### src/rtl/div24_seq.sv
// Restoring divider: 2W-bit dividend / W-bit divisor -> W-bit quotient and remainder, one bit per clock.
// Result W+1 cycles after an accepted start (1 cycle on overflow/zero divisor); start is ignored unless idle.
module div24_seq #(
   parameter int WIDTH = 24
) (
   input  logic                 clk,
   input  logic                 rst_n,
   input  logic                 start,
   input  logic [2*WIDTH-1:0]   dividend,
   input  logic [WIDTH-1:0]     divisor,
   output logic                 busy,
   output logic                 done,
   output logic [WIDTH-1:0]     Q,
   output logic [WIDTH-1:0]     R,
   output logic                 ovf
);
   localparam int CW = $clog2(WIDTH);

   typedef enum logic [1:0] {IDLE, CALC, DONE} state_t;

   state_t           state_q, state_d;
   logic [WIDTH-1:0] rem_q, rem_d;
   logic [WIDTH-1:0] sh_q, sh_d;
   logic [WIDTH-1:0] div_q, div_d;
   logic [WIDTH-1:0] q_q, q_d;
   logic [WIDTH-1:0] r_q, r_d;
   logic [CW-1:0]    cnt_q, cnt_d;
   logic             ovf_q, ovf_d;
   logic             busy_q, busy_d;
   logic             done_q, done_d;

   logic [WIDTH:0]   t;
   logic [WIDTH-1:0] diff;
   logic             ge;

   always_comb begin
      t     = {rem_q, sh_q[WIDTH-1]};
      ge    = (t >= {1'b0, div_q});
      // Only used when ge, where the true difference is below the divisor and fits in W bits.
      diff  = t[WIDTH-1:0] - div_q;

      state_d = state_q;
      rem_d   = rem_q;
      sh_d    = sh_q;
      div_d   = div_q;
      q_d     = q_q;
      r_d     = r_q;
      cnt_d   = cnt_q;
      ovf_d   = ovf_q;

      case (state_q)
         IDLE: begin
            if (start) begin
               div_d = divisor;
               if (dividend[2*WIDTH-1:WIDTH] >= divisor) begin
                  q_d     = '1;
                  r_d     = '0;
                  ovf_d   = 1'b1;
                  state_d = DONE;
               end else begin
                  rem_d   = dividend[2*WIDTH-1:WIDTH];
                  sh_d    = dividend[WIDTH-1:0];
                  cnt_d   = CW'(WIDTH - 1);
                  ovf_d   = 1'b0;
                  state_d = CALC;
               end
            end
         end
         CALC: begin
            rem_d = ge ? diff : t[WIDTH-1:0];
            // Dividend bits leave at the top while quotient bits fill in from the bottom.
            sh_d  = {sh_q[WIDTH-2:0], ge};
            if (cnt_q == '0) begin
               q_d     = sh_d;
               r_d     = rem_d;
               state_d = DONE;
            end else begin
               cnt_d = cnt_q - 1'b1;
            end
         end
         DONE:    state_d = IDLE;
         default: state_d = IDLE;
      endcase

      busy_d = (state_d != IDLE);
      done_d = (state_d == DONE);
   end

   always_ff @(posedge clk) begin
      if (!rst_n) begin
         state_q <= IDLE;
         rem_q   <= '0;
         sh_q    <= '0;
         div_q   <= '0;
         q_q     <= '0;
         r_q     <= '0;
         cnt_q   <= '0;
         ovf_q   <= 1'b0;
         busy_q  <= 1'b0;
         done_q  <= 1'b0;
      end else begin
         state_q <= state_d;
         rem_q   <= rem_d;
         sh_q    <= sh_d;
         div_q   <= div_d;
         q_q     <= q_d;
         r_q     <= r_d;
         cnt_q   <= cnt_d;
         ovf_q   <= ovf_d;
         busy_q  <= busy_d;
         done_q  <= done_d;
      end
   end

   assign busy = busy_q;
   assign done = done_q;
   assign Q    = q_q;
   assign R    = r_q;
   assign ovf  = ovf_q;

endmodule

### config.mk
export PLATFORM = sky130hd
export DESIGN_NAME = div24_seq
export DESIGN_NICKNAME = d
export VERILOG_FILES = /design/src/rtl/div24_seq.sv
export SDC_FILE = /design/constraint.sdc
export NUM_CORES = 1
export LEC_CHECK = 0
export CORE_MARGIN = 4
export CORE_UTILIZATION = 45
export CTS_CLUSTER_DIAMETER = 40
export CTS_CLUSTER_SIZE = 20
export DETAILED_ROUTE_END_ITERATION = 12
export PLACE_DENSITY = 0.66
export SETUP_SLACK_MARGIN = 0.4
export SLEW_MARGIN = 20
export SYNTH_ARGS = -nofsm -noshare
export SYNTH_HDL_FRONTEND = slang
export SYNTH_SLANG_ARGS = --single-unit
export TNS_END_PERCENT = 1
### constraint.sdc
create_clock -name clk -period 4.74 [get_ports clk]
set_input_delay 0.948 -clock clk [delete_from_list [all_inputs] [get_ports clk]]
set_output_delay 0.948 -clock clk [all_outputs]
set_load 0.02 [all_outputs]
## Word-level counts from Yosys, hierarchy flattened

Index checks and enable logic that the tools add are counted.

| storage, ports and cells | value |
|---|---|
| output and inout port bits | 51 |
| register bits | 130 |
| input port bits | 75 |

| cells by class | value |
|---|---|
| equality and inequality tests | 7 |
| multiplexer cells | 24 |
| reductions and logical operators | 8 |
| order comparisons | 2 |
| $add $sub $neg | 2 |

Operators with widths:

| cell | count |
|---|---|
| 2-to-1 mux 24 bit | 11 |
| one-hot mux 24 bit (2 select lines) | 4 |
| >= comparator 25 x 24 -> 1 bit | 1 |
| >= comparator 24 bit | 1 |
| subtractor 24 bit | 1 |
| 2-to-1 mux 5 bit | 3 |
| inequality test 2 bit (second input constant) | 5 |
| one-hot mux 5 bit (2 select lines) | 1 |
| AND reduction 4 bit | 2 |
| 2-to-1 mux 2 bit | 3 |
| logical NOT 5 bit | 1 |
| subtractor 5 x 1 -> 5 bit (second input constant) | 1 |
| one-hot mux 2 bit (2 select lines) | 1 |
| nonzero test 2 bit | 2 |
| AND reduction 3 bit | 1 |
| equality test 2 x 1 -> 1 bit (second input constant) | 1 |
| equality test 2 bit (second input constant) | 1 |
| logical NOT 2 bit | 1 |
| AND reduction 2 bit | 1 |
| 2-to-1 mux 1 bit | 1 |

## Depth between registers and ports, before layout

| logic depth | value |
|---|---|
| depth in word-level cells | 5 |
| gate-level depth with buffers | 12 |
| depth with buffers taken out | 12 |

## Least setup slack after synthesis

OpenSTA, ideal clock, no wires.

| timing path | value |
|---|---|
| path kind | in2reg |
| from | input dividend[24] |
| to | register rem_q[1] |
| arrival | 3.267 ns |
| path buffers | 1 |
| setup slack | 1.357 ns |
| cell stages on the path | 11 |
| path through | inv_1 > ha_1 > nand2b_1 > a21o_1 > a211o_1 > a211oi_1 > o211ai_1 > a21oi_1 > clkbuf_1 > o211ai_1 > o211a_1 |

| on the way | value |
|---|---|
| cells in the longest elaborated chain, start to end | 3 |

RTL lines:

| what | RTL line | text |
|---|---|---|
| start: declaration | 9 | `input logic [2*WIDTH-1:0] dividend,` |
| >= comparator 24 bit | 55 | `if (dividend[2*WIDTH-1:WIDTH] >= divisor) begin` |
| inequality test 2 bit (no source line) | n/a |  |
| AND reduction 3 bit (no source line) | n/a |  |
| end signal: assignment | 103 | `rem_q <= rem_d;` |
| end: declaration | 22 | `logic [WIDTH-1:0] rem_q, rem_d;` |

No other way between the ends.
A chain may end at the register's enable or synchronous reset.

## Final worst setup path

| timing path | value |
|---|---|
| from | input dividend[24] |
| to | register sh_q[2] |

| on the way | value |
|---|---|
| cells in the longest elaborated chain, start to end | 3 |

RTL lines:

| what | RTL line | text |
|---|---|---|
| >= comparator 24 bit | 55 |  |
| inequality test 2 bit (no source line) | n/a |  |
| AND reduction 3 bit (no source line) | n/a |  |
| end signal: assignment | 93 | `sh_q <= '0;` |
| end signal: assignment | 104 | `sh_q <= sh_d;` |
| end: declaration | 23 | `logic [WIDTH-1:0] sh_q, sh_d;` |

No other way between the ends.

==> reports/results.ini <==
[run_status]
status=finished clean

[place]
hpwl_um=14500
routabilityCongestion=0.8811
port_buffers=125

[drt]
vias=6844
drt_iter0_drc=420
routedWlPerCell_um=16.14
finalWirelength_um=20280
drc=0
firstDrtPassIters=5
drt.antenna.violating_nets=0
viasPerCell=5.445

[job]
cap_violations=0

[global_routing]
antenna_found_initial=0
grt_max_degree=66
grt_pass1_wl_um=32930
grt_pass1_vias=6663
grt-ovfl-total=0
grt_usage_pct=22.31

[clocking]
cts-htree-levels=4
clock_latency_ps=410
cts_inserted_buffers=17
clk_pin_slew_ps=60
cts_resized=0
cts_root_buf=clkbuf_16
cts_sinks=130
cts_tree=built
clk_path_buf_depth=2
cts_setup_buffers=0
hold_buffers=0

[timing]
grt_setup_unrepaired=false
fin_skew_ps=7.182
min_period_ps=3677
whs_ps=447.0
finalMaxSlewViolations=0
setup_viol=0
finalCritPeriodShare_pct=77.57
tns_ps=0
relSlewSlack_pct=25.30
finalHoldViolations=0
fmax_ghz=0.2720
worst_pin_slew_ps=1121

[floorplan]
dieArea_um2=18250
fp-row-count=46
floorplan.initialDensity_pct=45.91
coreArea_um2=15830
fp.dieH_um=135.1
io_pins=126
die_x_um=135.1

[worst_setup_path]
crit_required_ps=5040
path_max_fanout=65
end_kind=register
crit_type=in2reg
worstPathArrival_ps=3980
startpoint_type=primary input

[synth]
synth_compound_area_share_pct=25.84
synthesis.area_um2=7267
syn-num-nets=1055
ys_ff_latch=130
synth_area_per_cell_um2=7.822
syn_inst=929
yosys.cell_types.count=64
synthSimpleGateAreaFrac_pct=18.56
seq_area_frac_synth_pct=35.81
synthFlopType=dfxtp_1
synth.yosys.warnings=0
synth_top_family_by_area=compound AO/OA/AOI/OAI gates
async_reset_ff_share_pct=0
synth_xor_area_share_pct=2.049
synth_edf_count=0
synth_fa_ha_area_share_pct=8.884
yosys-mux-area-fraction_pct=1.825

[power_and_ir_drop]
ir_drop_uv=298.9
powerDensity_nw_per_um2=480.4
power_leakage_nw=3.857

[final_layout]
area_growth_pct=27.94
fill_cells=1472
final_common_cell=nand2_1
mostFrequentLayoutCells=nand2_1, dfxtp_1, clkdlybuf4s50_1
layout-drive-gt1-share_pct=5.476
fin_nets=1154
insertedDiodeCount=0

[min_path]
holdCritPathClass=reg2reg

## worst max-delay path, stage by stage
cell	delay [ps]
clkdlybuf4s50_1	530
inv_1	60
ha_1	270
nand2b_1	140
a21o_1	180
a211o_1	290
a211oi_1	460
o211ai_1	260
a21oi_4	230
buf_12	290
nor2_1	70
a311oi_1	240
## routing by layer
metal | GRT usage, % | routed length [um] | vias to the layer above | share of wire, %
li1 | - | - | 3484 | -
met1 | 29.37 | 9251 | 3142 | 46
met2 | 36.56 | 9429 | 187 | 46
met3 | 4.471 | 1139 | 31 | 5.6
met4 | 7.727 | 462 | 0 | 2.3
met5 | 0 | 0 | - | 0
## sequential cells by signal, summed over array words and instances (netlist names)
| name | cells |
|---|---|
| sh_q | 24 |
| rem_q | 24 |
| cnt_q | 5 |
| busy | 1 |
| div_q | 24 |
| ovf | 1 |
| state_q | 2 |
| R | 24 |
| Q | 24 |
| done | 1 |
## path summary, 6_finish.rpt
path	slack [ps]	cells past startpoint	startpoint	endpoint
max	1060	12	dividend[24]	sh_q[2]
min	450	2	Q[13]	Q[13]
max reg2reg	1270	9	div_q[10]	R[11]
min reg2reg	450	2	Q[13]	Q[13]
## through the flow
step | std cells | power, mW | setup WS [ps] | util, % | instance area, um2
2_1_floorplan | 929 | 2.529 | 1357 | - | 7267
3_3_place_gp | 1225 | 3.005 | 826.7 | 54.66 | 8651
3_5_place_dp | 1225 | 3.020 | 725.2 | 54.66 | 8651
4_1_cts | 1257 | 4.474 | 1120 | 58.74 | 9296
5_1_grt | 1257 | 4.719 | 879.5 | 58.74 | 9298
6_report | 1257 | 4.466 | 1063 | 58.74 | 9298
## cell usage after synthesis, types with 12 or more instances
cell      instances  area, um2
clkbuf_1         45      168.9
a21o_1           20      150.1
a21oi_1         108      540.5
nand4_1          14      87.58
nand2b_1         12      75.07
dfxtp_1         130       2603
o21ai_0          60      300.3
nand2_1         180      675.7
inv_1            67      251.5
a311oi_1         26      227.7
nor2_1           48      180.2
ha_1             50      625.6
## layout make-up
class	count	area, um2	share of cell area [%]
multi-input combinational	677	4175	44.91
sequential	130	2603	27.99
timing repair buffer	135	1351	14.53
clock buffer	23	467.9	5.033
tap	216	270.3	2.907
inverter	67	252.7	2.718
clock inverter	9	177.7	1.911
## cell families after synthesis
| kind of cell | after synthesis |
|---|---|
| fa+ha+maj | 51 |
| flops | 130 |
| mux | 13 |
| xor+xnor | 17 |
| buf+inv | 122 |
| compound gates | 293 |
| simple gates | 303 |
## power by group
| group | internal (mW) | switching [mW] | total [mW] |
|---|---|---|---|
| Clock | 0.962 | 0.485 | 1.45 |
| Combinational | 0.696 | 0.982 | 1.68 |
| Sequential | 1.24 | 0.100 | 1.34 |
| Total | 2.90 | 1.57 | 4.47 |
Note: power is estimated with default switching activity, not from simulation.
